===== src/rtl/rcu_rst_seq.sv =====
// Multi-channel reset sequencer: releases CHN_NUM domains in index order with per-channel delays.
// Optional stall timeout enabled by defining RCU_RST_SEQ_TIMEOUT_EN (adds TMO_CYC and tmo_o).
module rcu_rst_seq #(
    parameter int CHN_NUM    = 4,
    parameter int CNT_WIDTH  = 8,
    parameter int SYNC_STAGE = 2,
    parameter int SW_PULSE   = 8
`ifdef RCU_RST_SEQ_TIMEOUT_EN
    ,
    parameter int TMO_CYC    = 1024
`endif
) (
    input  logic                         clk_i,
    input  logic                         rst_i,
    input  logic                         ext_rst_i,
    input  logic [CHN_NUM-1:0]           sw_rst_req_i,
    input  logic [CHN_NUM*CNT_WIDTH-1:0] dly_i,
    input  logic [CHN_NUM-1:0]           hold_i,
    output logic [CHN_NUM-1:0]           chn_rst_o,
    output logic                         seq_busy_o,
    output logic                         seq_done_o,
    output logic [1:0]                   rst_cause_o
`ifdef RCU_RST_SEQ_TIMEOUT_EN
    ,
    output logic                         tmo_o
`endif
);

    localparam int IDX_W = (CHN_NUM > 1) ? $clog2(CHN_NUM) : 1;
`ifdef RCU_RST_SEQ_TIMEOUT_EN
    localparam int TMO_W = $clog2(TMO_CYC + 1);
`endif

    typedef enum logic [1:0] {
        IDLE    = 2'd0,
        ASSERT  = 2'd1,
        RELEASE = 2'd2,
        DONE    = 2'd3
    } state_t;

    state_t                 state_r, state_s;
    logic [SYNC_STAGE-1:0]  ext_sync_r;
    logic                   ext_sync_s;
    logic [CNT_WIDTH-1:0]   dly_sh_r [CHN_NUM];
    logic [CNT_WIDTH-1:0]   dly_sh_s [CHN_NUM];
    logic [CNT_WIDTH-1:0]   sw_cnt_r [CHN_NUM];
    logic [CNT_WIDTH-1:0]   sw_cnt_s [CHN_NUM];
    logic [IDX_W-1:0]       idx_r, idx_s;
    logic [CNT_WIDTH-1:0]   cnt_r, cnt_s, dly_nxt_s;
    logic [CHN_NUM-1:0]     seq_rst_r, seq_rst_s, sw_mask_s;
    logic [1:0]             cause_s;
    logic                   hold_cur_s, force_s;
`ifdef RCU_RST_SEQ_TIMEOUT_EN
    logic [TMO_W-1:0]       stall_r, stall_s;
    logic                   tmo_s;
`endif

    assign ext_sync_s = ext_sync_r[SYNC_STAGE-1];

    // Next-state, counter and output computation; external reset outranks everything else
    always_comb begin
        state_s    = state_r;
        idx_s      = idx_r;
        cnt_s      = cnt_r;
        seq_rst_s  = seq_rst_r;
        cause_s    = rst_cause_o;
        hold_cur_s = 1'b0;
        dly_nxt_s  = {CNT_WIDTH{1'b0}};
        sw_mask_s  = {CHN_NUM{1'b0}};
`ifdef RCU_RST_SEQ_TIMEOUT_EN
        stall_s    = stall_r;
        tmo_s      = tmo_o;
        force_s    = 1'b0;
`else
        force_s    = 1'b0;
`endif
        for (int k = 0; k < CHN_NUM; k++) begin
            dly_sh_s[k] = dly_sh_r[k];
            sw_cnt_s[k] = (sw_cnt_r[k] != {CNT_WIDTH{1'b0}}) ? sw_cnt_r[k] - 1'b1 : sw_cnt_r[k];
            if (idx_r == IDX_W'(k)) begin
                hold_cur_s = hold_i[k];
            end else begin
                hold_cur_s = hold_cur_s;
            end
            if (int'(idx_r) + 1 == k) begin
                dly_nxt_s = dly_sh_r[k];
            end else begin
                dly_nxt_s = dly_nxt_s;
            end
        end
`ifdef RCU_RST_SEQ_TIMEOUT_EN
        force_s = hold_cur_s && (stall_r == TMO_W'(TMO_CYC));
`endif

        if (ext_sync_s) begin
            state_s   = ASSERT;
            seq_rst_s = {CHN_NUM{1'b1}};
            cause_s   = 2'b10;
            for (int k = 0; k < CHN_NUM; k++) begin
                sw_cnt_s[k] = {CNT_WIDTH{1'b0}};
            end
`ifdef RCU_RST_SEQ_TIMEOUT_EN
            stall_s = {TMO_W{1'b0}};
            tmo_s   = 1'b0;
`endif
        end else begin
            case (state_r)
                ASSERT: begin
                    seq_rst_s = {CHN_NUM{1'b1}};
                    for (int k = 0; k < CHN_NUM; k++) begin
                        dly_sh_s[k] = dly_i[k*CNT_WIDTH +: CNT_WIDTH];
                    end
                    idx_s   = {IDX_W{1'b0}};
                    cnt_s   = dly_i[CNT_WIDTH-1:0];
                    state_s = RELEASE;
                end
                RELEASE: begin
                    if (cnt_r != {CNT_WIDTH{1'b0}}) begin
                        cnt_s = cnt_r - 1'b1;
                    end else if (!hold_cur_s || force_s) begin
                        for (int k = 0; k < CHN_NUM; k++) begin
                            if (idx_r == IDX_W'(k)) begin
                                seq_rst_s[k] = 1'b0;
                            end else begin
                                seq_rst_s[k] = seq_rst_s[k];
                            end
                        end
                        if (idx_r == IDX_W'(CHN_NUM - 1)) begin
                            state_s = DONE;
                        end else begin
                            idx_s = idx_r + 1'b1;
                            cnt_s = dly_nxt_s;
                        end
`ifdef RCU_RST_SEQ_TIMEOUT_EN
                        stall_s = {TMO_W{1'b0}};
                        if (force_s) begin
                            tmo_s = 1'b1;
                        end else begin
                            tmo_s = tmo_o;
                        end
`endif
                    end else begin
`ifdef RCU_RST_SEQ_TIMEOUT_EN
                        stall_s = stall_r + 1'b1;
`endif
                        state_s = RELEASE;
                    end
                end
                DONE: begin
                    state_s = IDLE;
                end
                IDLE: begin
                    for (int k = 0; k < CHN_NUM; k++) begin
                        if (sw_rst_req_i[k]) begin
                            sw_cnt_s[k] = CNT_WIDTH'(SW_PULSE);
                        end else begin
                            sw_cnt_s[k] = sw_cnt_s[k];
                        end
                    end
                    if (|sw_rst_req_i) begin
                        cause_s = 2'b11;
                    end else begin
                        cause_s = rst_cause_o;
                    end
                end
                default: begin
                    state_s = ASSERT;
                end
            endcase
        end

        for (int k = 0; k < CHN_NUM; k++) begin
            sw_mask_s[k] = (sw_cnt_s[k] != {CNT_WIDTH{1'b0}});
        end
    end

    // State, shadow, counters and registered outputs; reset holds every domain in reset
    always_ff @(posedge clk_i or posedge rst_i) begin
        if (rst_i) begin
            state_r     <= ASSERT;
            ext_sync_r  <= {SYNC_STAGE{1'b0}};
            idx_r       <= {IDX_W{1'b0}};
            cnt_r       <= {CNT_WIDTH{1'b0}};
            seq_rst_r   <= {CHN_NUM{1'b1}};
            chn_rst_o   <= {CHN_NUM{1'b1}};
            seq_busy_o  <= 1'b1;
            seq_done_o  <= 1'b0;
            rst_cause_o <= 2'b01;
            for (int k = 0; k < CHN_NUM; k++) begin
                dly_sh_r[k] <= {CNT_WIDTH{1'b0}};
                sw_cnt_r[k] <= {CNT_WIDTH{1'b0}};
            end
`ifdef RCU_RST_SEQ_TIMEOUT_EN
            stall_r     <= {TMO_W{1'b0}};
            tmo_o       <= 1'b0;
`endif
        end else begin
            state_r     <= state_s;
            ext_sync_r  <= {ext_sync_r[SYNC_STAGE-2:0], ext_rst_i};
            idx_r       <= idx_s;
            cnt_r       <= cnt_s;
            seq_rst_r   <= seq_rst_s;
            chn_rst_o   <= seq_rst_s | sw_mask_s;
            seq_busy_o  <= (state_s != IDLE);
            seq_done_o  <= (state_s == DONE);
            rst_cause_o <= cause_s;
            for (int k = 0; k < CHN_NUM; k++) begin
                dly_sh_r[k] <= dly_sh_s[k];
                sw_cnt_r[k] <= sw_cnt_s[k];
            end
`ifdef RCU_RST_SEQ_TIMEOUT_EN
            stall_r     <= stall_s;
            tmo_o       <= tmo_s;
`endif
        end
    end

endmodule


===== config.mk =====
export PLATFORM = sky130hd
export DESIGN_NAME = rcu_rst_seq
export DESIGN_NICKNAME = d
export VERILOG_FILES = /design/src/rtl/rcu_rst_seq.sv
export SDC_FILE = /design/constraint.sdc
export NUM_CORES = 1
export LEC_CHECK = 0
export BUFFER_PORTS_ARGS = -buffer_cell sky130_fd_sc_hd__buf_4
export CORE_MARGIN = 3
export CORE_UTILIZATION = 55
export DETAILED_ROUTE_END_ITERATION = 6
export PLACE_DENSITY = 0.8
export SYNTH_ARGS = -nofsm -noshare
export SYNTH_HDL_FRONTEND = slang
export SYNTH_SLANG_ARGS = --single-unit

===== constraint.sdc =====
create_clock -name clk_i -period 3.7 [get_ports clk_i]
set_input_delay 0.555 -clock clk_i [delete_from_list [all_inputs] [get_ports clk_i]]
set_output_delay 0.555 -clock clk_i [all_outputs]
set_load 0.03 [all_outputs]

==> out/metrics.cfg, run 1 <==
[cts]
clock_tree.buffer_depth=2
number_of_setup_buffers_added_after_cts=0
h-tree-depth=3
clkLatencyLatePin_ns=0.36
numCtsBuffers=9
clock_transition_at_path_regs_ns=0.09
clock-sinks=90
cts-hold-fix-buffers=0
clockRootBuffer=clkbuf_8
tritoncts=built
post_cts_sizing=0

[drt]
first_iter_violations=245
vias_per_cell=6.063
drc=0
vias=3941
drt-wirelength-per-cell_um=16.63
wl_um=10810
ant_nets=0
drt_pre_antenna_iters=6

[finish]
final_layout_size_suffix_gt1_share_pct=22.39
antenna-diode-count=0
design.final.nets=601
layout-area-overhead-vs-synth_pct=13.14

[yosys]
mappedNetlistArea_sq_um=4933
ys.warnings.count=0
synth_enable_flop_cells=0
synth-seq-area-share_pct=45.93
synth-async-reset-ratio_pct=100.0
synthesized_nets=558
netlist-cell-type-count=65
ys_seq_elements=90
avgSynthCellArea_sq_um=9.927
syn-instance-count=497
synthFlopType=dfrtp_1

[die]
die_width_um=100.7
std_cell_rows=33
start_util_pct=58.29
top_level_ports=51
die_y_um=100.7
core-area_sq_um=8464
design.die.area_sq_um=10140

[global_routing]
grt_max_degree=38
grt_pass1_wl_um=17750
antenna_found_initial=0
grt_pass1_vias=3780
global_route.overflow_total=0
global_routing_usage_summed_across_all_routing_layers_pct=21.97

[sta]
setup_ws_ns=0.9341
grt_setup_unrepaired=false
final.period_utilization_pct=74.75
timing_max_transition_violations_final=0
final-hold-violation-count=0
tns_ns=0
final-setup-viol-count=0
layout_min_cycle_time_ns=2.766
worst_hold_slack_ns=0.1904
worst-slew-pin-transition_ns=0.7670
maxSlewHeadroom_pct=48.87
finalClockSkew_ns=0.009880
timing.fmax_mhz=361.5

[power]
vdd_drop_max_v=0.0004522
power-per-cell-area_nw_per_um2=766.1
finalPower_uw=4276
leakage_component_of_the_power_uw=0.002440

[worst_setup_path]
critical_path_peak_fanout=19
timing.critical_path.arrival_ns=3.04
worst-endpoint-required_ns=3.98
category_of_the_critical_setup_timing_path=reg -> reg
start_kind=flip-flop
worst_setup_path_end_kind=flip-flop

[status]
status=complete, no violations

[flow_run]
timing.max_cap.violations=0

[min_path]
hp-class=in -> async

[place]
detailedPlace.worstSlack_ns=1.002
gp_congestion=0.8618
detailedPlacementHpwl_um=7849
io_buffer_count=50

area by class of cell:
class | instances | area [sq um]
fillers | 643 | 2883
clock inverters | 6 | 65.06
clock buffers | 10 | 137.6
flip-flops and latches | 90 | 2266
multi-input cells | 359 | 2477
repair buffers | 54 | 405.4
well taps | 105 | 131.4
inverters | 26 | 98.84
critical path, cell delays in order, from the launching register on:
cell      delay, ns
dfrtp_1        0.42
inv_1          0.15
ha_1           0.57
nor3b_1        0.33
a211oi_1       0.13
o311ai_0       0.42
nand2_1        0.13
or4_1          0.53
registers in the layout (all words and copies together), names as in the netlist:
| register | flops |
|---|---|
| idx_r | 2 |
| sw_cnt_r | 32 |
| seq_done_o | 1 |
| seq_busy_o | 1 |
| rst_cause_o | 2 |
| chn_rst_o | 4 |
| ext_sync_r | 2 |
| cnt_r | 8 |
| dly_sh_r | 32 |
| state_r | 2 |
| seq_rst_r | 4 |
worst paths after layout:
check	slack, ns	start	cells past startpoint	end
max reg2reg	0.93	idx_r[0]	7	chn_rst_o[0]
max in group asynchronous	2.68	rst_i	3	chn_rst_o[3]
min in group clk_i	0.29	ext_rst_i	1	ext_sync_r[0]
max	0.93	idx_r[0]	7	chn_rst_o[0]
min	0.19	rst_i	2	dly_sh_r[14]
min reg2reg	0.36	ext_sync_r[0]	0	ext_sync_r[1]
placed cells by master, fill, tap and decap left out, types with 6 or more instances in the layout:
master | Yosys | layout
nor3_1 | 11 | 11
xnor2_1 | 13 | 13
xor2_1 | 16 | 16
clkbuf_8 | 0 | 10
nand2_1 | 34 | 34
nand2b_1 | 6 | 6
o21ai_0 | 21 | 21
inv_1 | 26 | 25
nand3b_1 | 12 | 12
nor2b_1 | 10 | 9
mux2_2 | 27 | 27
a211oi_1 | 8 | 8
dfstp_2 | 11 | 11
ha_1 | 18 | 18
nor2_1 | 54 | 54
buf_4 | 0 | 54
a21oi_1 | 33 | 33
nand3_1 | 6 | 6
dfrtp_1 | 79 | 79
report_power, final:
group	total [uW]	switching, uW	internal (uW)
registers	1700	359	1340
logic	1900	1030	870
clock network	680	348	332
total	4280	1740	2540
through the flow:
stage	instance area, sq um	utilization [%]	instances
after floorplan	4933	-	497
after global placement	5379	63.55	634
after detailed placement	5379	63.55	634
after CTS	5582	65.94	650
after global routing	5582	65.94	650
final	5582	65.94	650
cell usage after synthesis (all sizes together), types with 4 or more instances:
cell	number	area (sq um)
clkbuf	18	70.07
a211oi	8	60.06
inv	26	97.59
xnor2	13	113.9
o21ai	22	110.1
a221o	4	40.04
or2	5	31.28
a22oi	4	30.03
a22o	4	35.03
dfrtp	79	1977
dfstp	11	289.0
mux2i	5	50.05
nor2	55	214.0
xor2	16	140.1
buf	4	25.02
a21oi	33	165.2
o31ai	4	30.03
nand3b	12	90.09
nand3	6	30.03
a31oi	5	31.28
ha	18	225.2
mux2	27	304.0
a21o	4	31.28
nor2b	10	62.56
nand2	34	127.6
nor3	13	81.33
nand2b	6	37.54
o311ai	5	43.79
cells by family after synthesis:
family	count (synthesis)	share of synthesized area, %
buf+inv	48	3.906
simple gates	168	18.26
mux	32	7.177
compound gates	112	15.01
xor+xnor	29	5.148
fa+ha+maj	18	4.565
flops	90	45.93
per-layer routing:
metal | share of wire [%] | vias up | track usage, % | routed length, um
met2 | 47 | 154 | 35.34 | 5099
met3 | 6.3 | 18 | 5.052 | 686
met4 | 1.6 | 0 | 6.632 | 171
met1 | 45 | 1905 | 29.71 | 4849
li1 | - | 1864 | - | -
met5 | 0 | - | 0 | 0
No activity file was read; power rests on OpenSTA's default activity.
==> run 2, diff against run 1 <==
ABC_AREA = 1   (was not set)
clock period = 2.55 ns   (was 3.7 ns; I/O delays follow)
==> run 2 against run 1 <==
  * Worst setup slack worse by 0.45 ns
  * Flip-flop and latch count stayed put
  * Sequential share of layout area is 2.2 points lower
  * Register-to-register slack worse by 0.45 ns
  * Synthesized cell count is 28% higher
  * Maximum frequency is 34% higher
  * Power is 52% higher
  * First-iteration DRC count is 12% lower
  * Critical path depth is 4 higher
  * Highest routed layer unchanged
==> out/metrics.cfg, run 2 <==
[cts]
h-tree-depth=3
numCtsBuffers=9
cts-hold-fix-buffers=0
clock_transition_at_path_regs_ns=0.11
number_of_setup_buffers_added_after_cts=0
clock-sinks=90
post_cts_sizing=0
clkLatencyLatePin_ns=0.37
clock_tree.buffer_depth=2
clockRootBuffer=clkbuf_8
tritoncts=built

[drt]
first_iter_violations=215
vias=4322
wl_um=11140
ant_nets=0
vias_per_cell=5.264
drc=0
drt_pre_antenna_iters=5
drt-wirelength-per-cell_um=13.56

[global_routing]
grt_pass1_vias=4146
grt_pass1_wl_um=18490
antenna_found_initial=0
grt_max_degree=42
global_route.overflow_total=0
global_routing_usage_summed_across_all_routing_layers_pct=21.88

[yosys]
post-synth-top-area-fraction_pct=37.92
avgSynthCellArea_sq_um=8.211
synthTopCellsByArea=dfrtp_1 38%, nand2_1 11%, mux2_4 7.2%
synth-seq-area-share_pct=43.46
ys_seq_elements=90
synth.largest_area_cell=dfrtp_1
ys.warnings.count=0
yosysMostFrequentCell=nand2_1
synth_enable_flop_cells=0
synthesized_nets=696
synthFlopType=dfrtp_1
syn-instance-count=635
mappedNetlistArea_sq_um=5214
netlist-cell-type-count=39
synth-async-reset-ratio_pct=100.0
top_cell_types_by_occurrence_after_synthesis=150 x nand2_1, 95 x inv_1, 79 x dfrtp_1, 66 x nor2_1, 58 x nand3_1

[status]
status=complete, no violations

[power]
p_seq_share_pct=36.6
power_switching_uw=2883
leakage_component_of_the_power_uw=0.003130
power.share.switching_pct=44.29
vdd_drop_max_v=0.0004326
power.share.clock_pct=14.3
power-per-cell-area_nw_per_um2=1104
cellInternalPower_uw=3627
comb_power_share_pct=49.1

[sta]
grt_setup_unrepaired=false
timing_max_transition_violations_final=0
finalClockSkew_ns=0.01824
worst-slew-pin-transition_ns=0.5681
maxSlewHeadroom_pct=62.13
layout_min_cycle_time_ns=2.067
tns_ns=0
final-hold-violation-count=0
final-setup-viol-count=0
timing.fmax_mhz=483.9
setup_ws_ns=0.4833
worst_hold_slack_ns=0.02575
final.period_utilization_pct=81.05

[worst_setup_path]
category_of_the_critical_setup_timing_path=reg -> reg
worst_setup_path_end_kind=flip-flop
critPathMostFrequentCell=nand2_1
worst-endpoint-required_ns=2.83
cpPeakStageDelay_ns=0.44
crit_chain=inv_1, ha_1, inv_2, nand3_2, nand2_2, nand2_2, nand2_1, nand2_1, nand2_1, a21oi_1, nand2_1
critical_path_peak_fanout=10
reg2reg_setup_slack_ns=0.48
timing.critical_path.arrival_ns=2.35
worst_path_max_delay_cell=dfrtp_1
worstReg2RegEnd=chn_rst_o[2]
timing.reg2reg.worst_path_depth=11
start_kind=flip-flop
worst_r2r_startpoint=idx_r[0]

[place]
detailedPlacementHpwl_um=8504
gp_congestion=0.9354
post-place-cells=805
io_buffer_count=50
detailedPlace.worstSlack_ns=0.5457

[finish]
design.final.nets=751
layout.filler_cells=749
area.sequential_sq_um=2266
final_common_cell=nand2_1
final_cell_count_no_fill=821
top_regs=dly_sh_r x32, sw_cnt_r x32, cnt_r x8
antenna-diode-count=0
multi_input_combinational_cell_area_sq_um=2467
layout-area-overhead-vs-synth_pct=13.08
final_layout_size_suffix_gt1_share_pct=20.58
most-common-layout-cells=150 x nand2_1, 94 x inv_1, 79 x dfrtp_1

[die]
die_width_um=103.4
start_util_pct=58.08
std_cell_rows=34
design.die.area_sq_um=10680
die_y_um=103.4
top_level_ports=51
core-area_sq_um=8976

[flow_run]
timing.max_cap.violations=0

[min_path]
hp-class=in -> async

[run 2: cell types whose count changed after synthesis, sizes merged, moves of 10 or more]
cell and change:
nor2b -10, clkbuf -17, inv +77, nor2 +18, nand3 +57, xor2 -12
nand2 +124, a21oi +14, nand3b -11
[run 2: how the worst max path moves through the flow]
stage	startpoint	to	slack [ns]	depth (start not counted)
floorplan	state_r[0]	cnt_r[3]	0.86	8
global placement	idx_r[0]	chn_rst_o[0]	0.63	11
detailed placement	idx_r[0]	chn_rst_o[2]	0.55	11
CTS	idx_r[0]	chn_rst_o[2]	0.50	11
global route	idx_r[0]	chn_rst_o[2]	0.30	11
finish	idx_r[0]	chn_rst_o[2]	0.48	11
[run 2: worst max-delay path, delay by kind of cell, from the launching register on]
| kind | cells | cell delay, ns |
|---|---|---|
| compound gates | 1 | 0.21 |
| simple gates | 7 | 0.56 |
| fa+ha+maj | 1 | 0.44 |
| buf+inv | 2 | 0.34 |
| flops | 1 | 0.44 |
[run 2: kinds of logic after synthesis]
group | after synthesis | synth area share (%)
DFF | 90 | 43.46
buffers and inverters | 114 | 9.215
and+or+nand+nor | 304 | 26.11
muxes | 30 | 8.279
xor gates and xnor gates | 8 | 1.344
adders and majority gates | 18 | 4.320
AOI/OAI and AO/OA | 71 | 7.272
[run 2: through the flow]
stage	util, %	total power (uW)	cell area, sq um
5_1_grt	65.68	7082	5896
3_5_place_dp	63.63	5584	5712
4_1_cts	65.68	6523	5896
2_1_floorplan	-	4855	5218
3_3_place_gp	63.63	5429	5712
6_report	65.68	6510	5896
[run 2: layer usage]
layer | share of wire, % | up-vias | global-route usage (%)
li1 | - | 2124 | -
met1 | 44 | 2082 | 28.11
met2 | 51 | 99 | 37.50
met3 | 3.5 | 17 | 4.024
met4 | 1.4 | 0 | 6.873
met5 | 0 | - | 0
[run 2: area by class of cell]
cell class | instances | area share (%)
multi-input cells | 431 | 41.85
flip-flops and latches | 90 | 38.43
repair buffers | 54 | 7.088
inverters | 104 | 6.834
well taps | 126 | 2.674
clock buffers | 9 | 2.101
clock inverters | 7 | 1.019
[run 2: power by group through the flow]
stage	sequential (uW)	combinational (uW)	clock, uW
after detailed placement	2400	3180	0
after floorplan	2350	2510	0
after CTS	2380	3200	942
final	2380	3200	928
after global placement	2390	3040	0
after global routing	2440	3640	1000
==> run 3, diff against run 2 <==
ABC_AREA = 0   (was 1)
clock period = 2 ns   (was 2.55 ns; I/O delays follow)
==> run 3 against run 2 <==
  * The flow now finishes with violations (setup timing)
  * Hold slack worse by 0.025 ns
  * Maximum frequency down 0.72%
  * Register-to-register slack got worse by 0.56 ns
  * Sequential share of layout area is 2.6 points lower
  * Routed wire length is 11% higher
  * Largest cell class unchanged
==> out/metrics.cfg, run 3 (synthesis results as in run 1) <==
[sta]
grt_setup_unrepaired=true
setup_ws_ns=-0.08172
layout_min_cycle_time_ns=2.082
final-hold-violation-count=0
maxSlewHeadroom_pct=59.57
timing.fmax_mhz=480.4
final.period_utilization_pct=104.1
worst_hold_slack_ns=0.0005527
worst-slew-pin-transition_ns=0.6051
tns_ns=-0.2220
final-setup-viol-count=5
finalClockSkew_ns=0.008248
timing_max_transition_violations_final=0

[global_routing]
grt_max_degree=44
global_route.overflow_total=0
grt_use_met3_pct=4.291
top_usage_layer=met2
grt_pass1_wl_um=20290
groute.layer.met2.usage_pct=42.53
use_met1_pct=33.67
grt_pass1_vias=4206
antenna_found_initial=0
global_routing_usage_summed_across_all_routing_layers_pct=25.43

[status]
status=finished, violations left
violations=setup timing

[place]
gp_congestion=0.9045
io_buffer_count=50
detailedPlacementHpwl_um=8791
detailedPlace.worstSlack_ns=-0.1828
detailed_place.area_sq_um=5897

[worst_setup_path]
cpPeakStageDelay_ns=0.43
worst_path_max_delay_cell=dfrtp_2
critical_path_peak_fanout=4
crit_chain=inv_2, ha_4, a211oi_4, a211oi_2, buf_4, nor4_4, a21oi_2, or4_1
start_kind=flip-flop
timing.critical_path.arrival_ns=2.36
worst_setup_path_end_kind=flip-flop
path_delay_family=simple AND/OR/NAND/NOR gates
worst-endpoint-required_ns=2.28
category_of_the_critical_setup_timing_path=reg -> reg
worstPathBufferInverterCount=2

[die]
start_util_pct=58.29
die_y_um=100.7
std_cell_rows=33
die_width_um=100.7
core-area_sq_um=8464
top_level_ports=51
design.die.area_sq_um=10140

[finish]
layout-area-overhead-vs-synth_pct=28.15
design.final.nets=664
top_regs=dly_sh_r x32, sw_cnt_r x32, cnt_r x8
most-common-layout-cells=112 x buf_4, 77 x dfrtp_1, 54 x nor2_1
final_common_cell=buf_4
final_layout_size_suffix_gt1_share_pct=36.02
design_area_final_sq_um=6322
antenna-diode-count=0

[drt]
first_iter_violations=189
wl_um=12320
drt-wirelength-per-cell_um=17.28
vias=4172
ant_nets=0
vias_per_cell=5.851
drc=0
drt_pre_antenna_iters=5

[power]
finalPower_uw=8810
power-per-cell-area_nw_per_um2=1393
vdd_drop_max_v=0.0007035
leakage_component_of_the_power_uw=0.002781

[cts]
clock_tree.buffer_depth=2
h-tree-depth=3
clock-sinks=90
clock_transition_at_path_regs_ns=0.10
clockRootBuffer=clkbuf_8
numCtsBuffers=9
tritoncts=built
cts-hold-fix-buffers=0
clkLatencyLatePin_ns=0.37

[min_path]
hp-class=in -> async

[flow_run]
timing.max_cap.violations=0

[run 3: cell types whose count changed in the layout (fill, tap and decap cells not counted), sizes merged, moves of 11 or more]
cell    change
nor2       -18
buf        +63
inv        -77
nand2     -124
nand3      -57
a21oi      -14
nand3b     +11
xor2       +12
[run 3: layer usage]
metal  share of wire [%]  wire, um  vias up
met5                   0         0        -
met2                  50      6159      130
met4                 2.2       272        0
met3                 4.6       568       25
li1                    -         -     1979
met1                  43      5320     2038
[run 3: final timing paths]
check / start / endpoint / slack, ns / depth (start not counted)
max: idx_r[1] / chn_rst_o[2] / -0.08 / 8
min: rst_i / sw_cnt_r[0] / 0.0006 / 2
max reg2reg: idx_r[1] / chn_rst_o[2] / -0.08 / 8
min reg2reg: ext_sync_r[0] / ext_sync_r[1] / 0.36 / 0
max in group asynchronous: rst_i / chn_rst_o[1] / 1.33 / 3
min in group clk_i: ext_rst_i / ext_sync_r[0] / 0.04 / 1
[run 3: cell type report]
| cell class | instances | area (sq um) |
|---|---|---|
| Multi-Input combinational cell | 359 | 2686 |
| Timing Repair Buffer | 117 | 923.4 |
| Sequential cell | 90 | 2268 |
| Clock buffer | 9 | 123.9 |
| Clock inverter | 7 | 85.08 |
| Tap cell | 105 | 131.4 |
| Fill cell | 545 | 2142 |
| Inverter | 26 | 103.9 |
[run 3: power by group]
group          leakage [uW]  switching [uW]  internal (uW)  total (uW)
clock network      0.000100             735            604        1340
registers           0.00109             543           2470        3020
logic               0.00159            2260           2190        4450
total               0.00278            3540           5270        8810
[run 3: repair_timing]
action                     4_1_cts  5_1_grt
setup buffers                    4        2
gates resized for setup         24       20
setup endpoints to repair       13       14
pin swaps                        9        6
[run 3: stage by stage]
stage	cells	utilization, %
floorplan	497	-
global placement	691	69.67
detailed placement	691	69.67
CTS	711	73.70
global route	713	74.69
finish	713	74.69
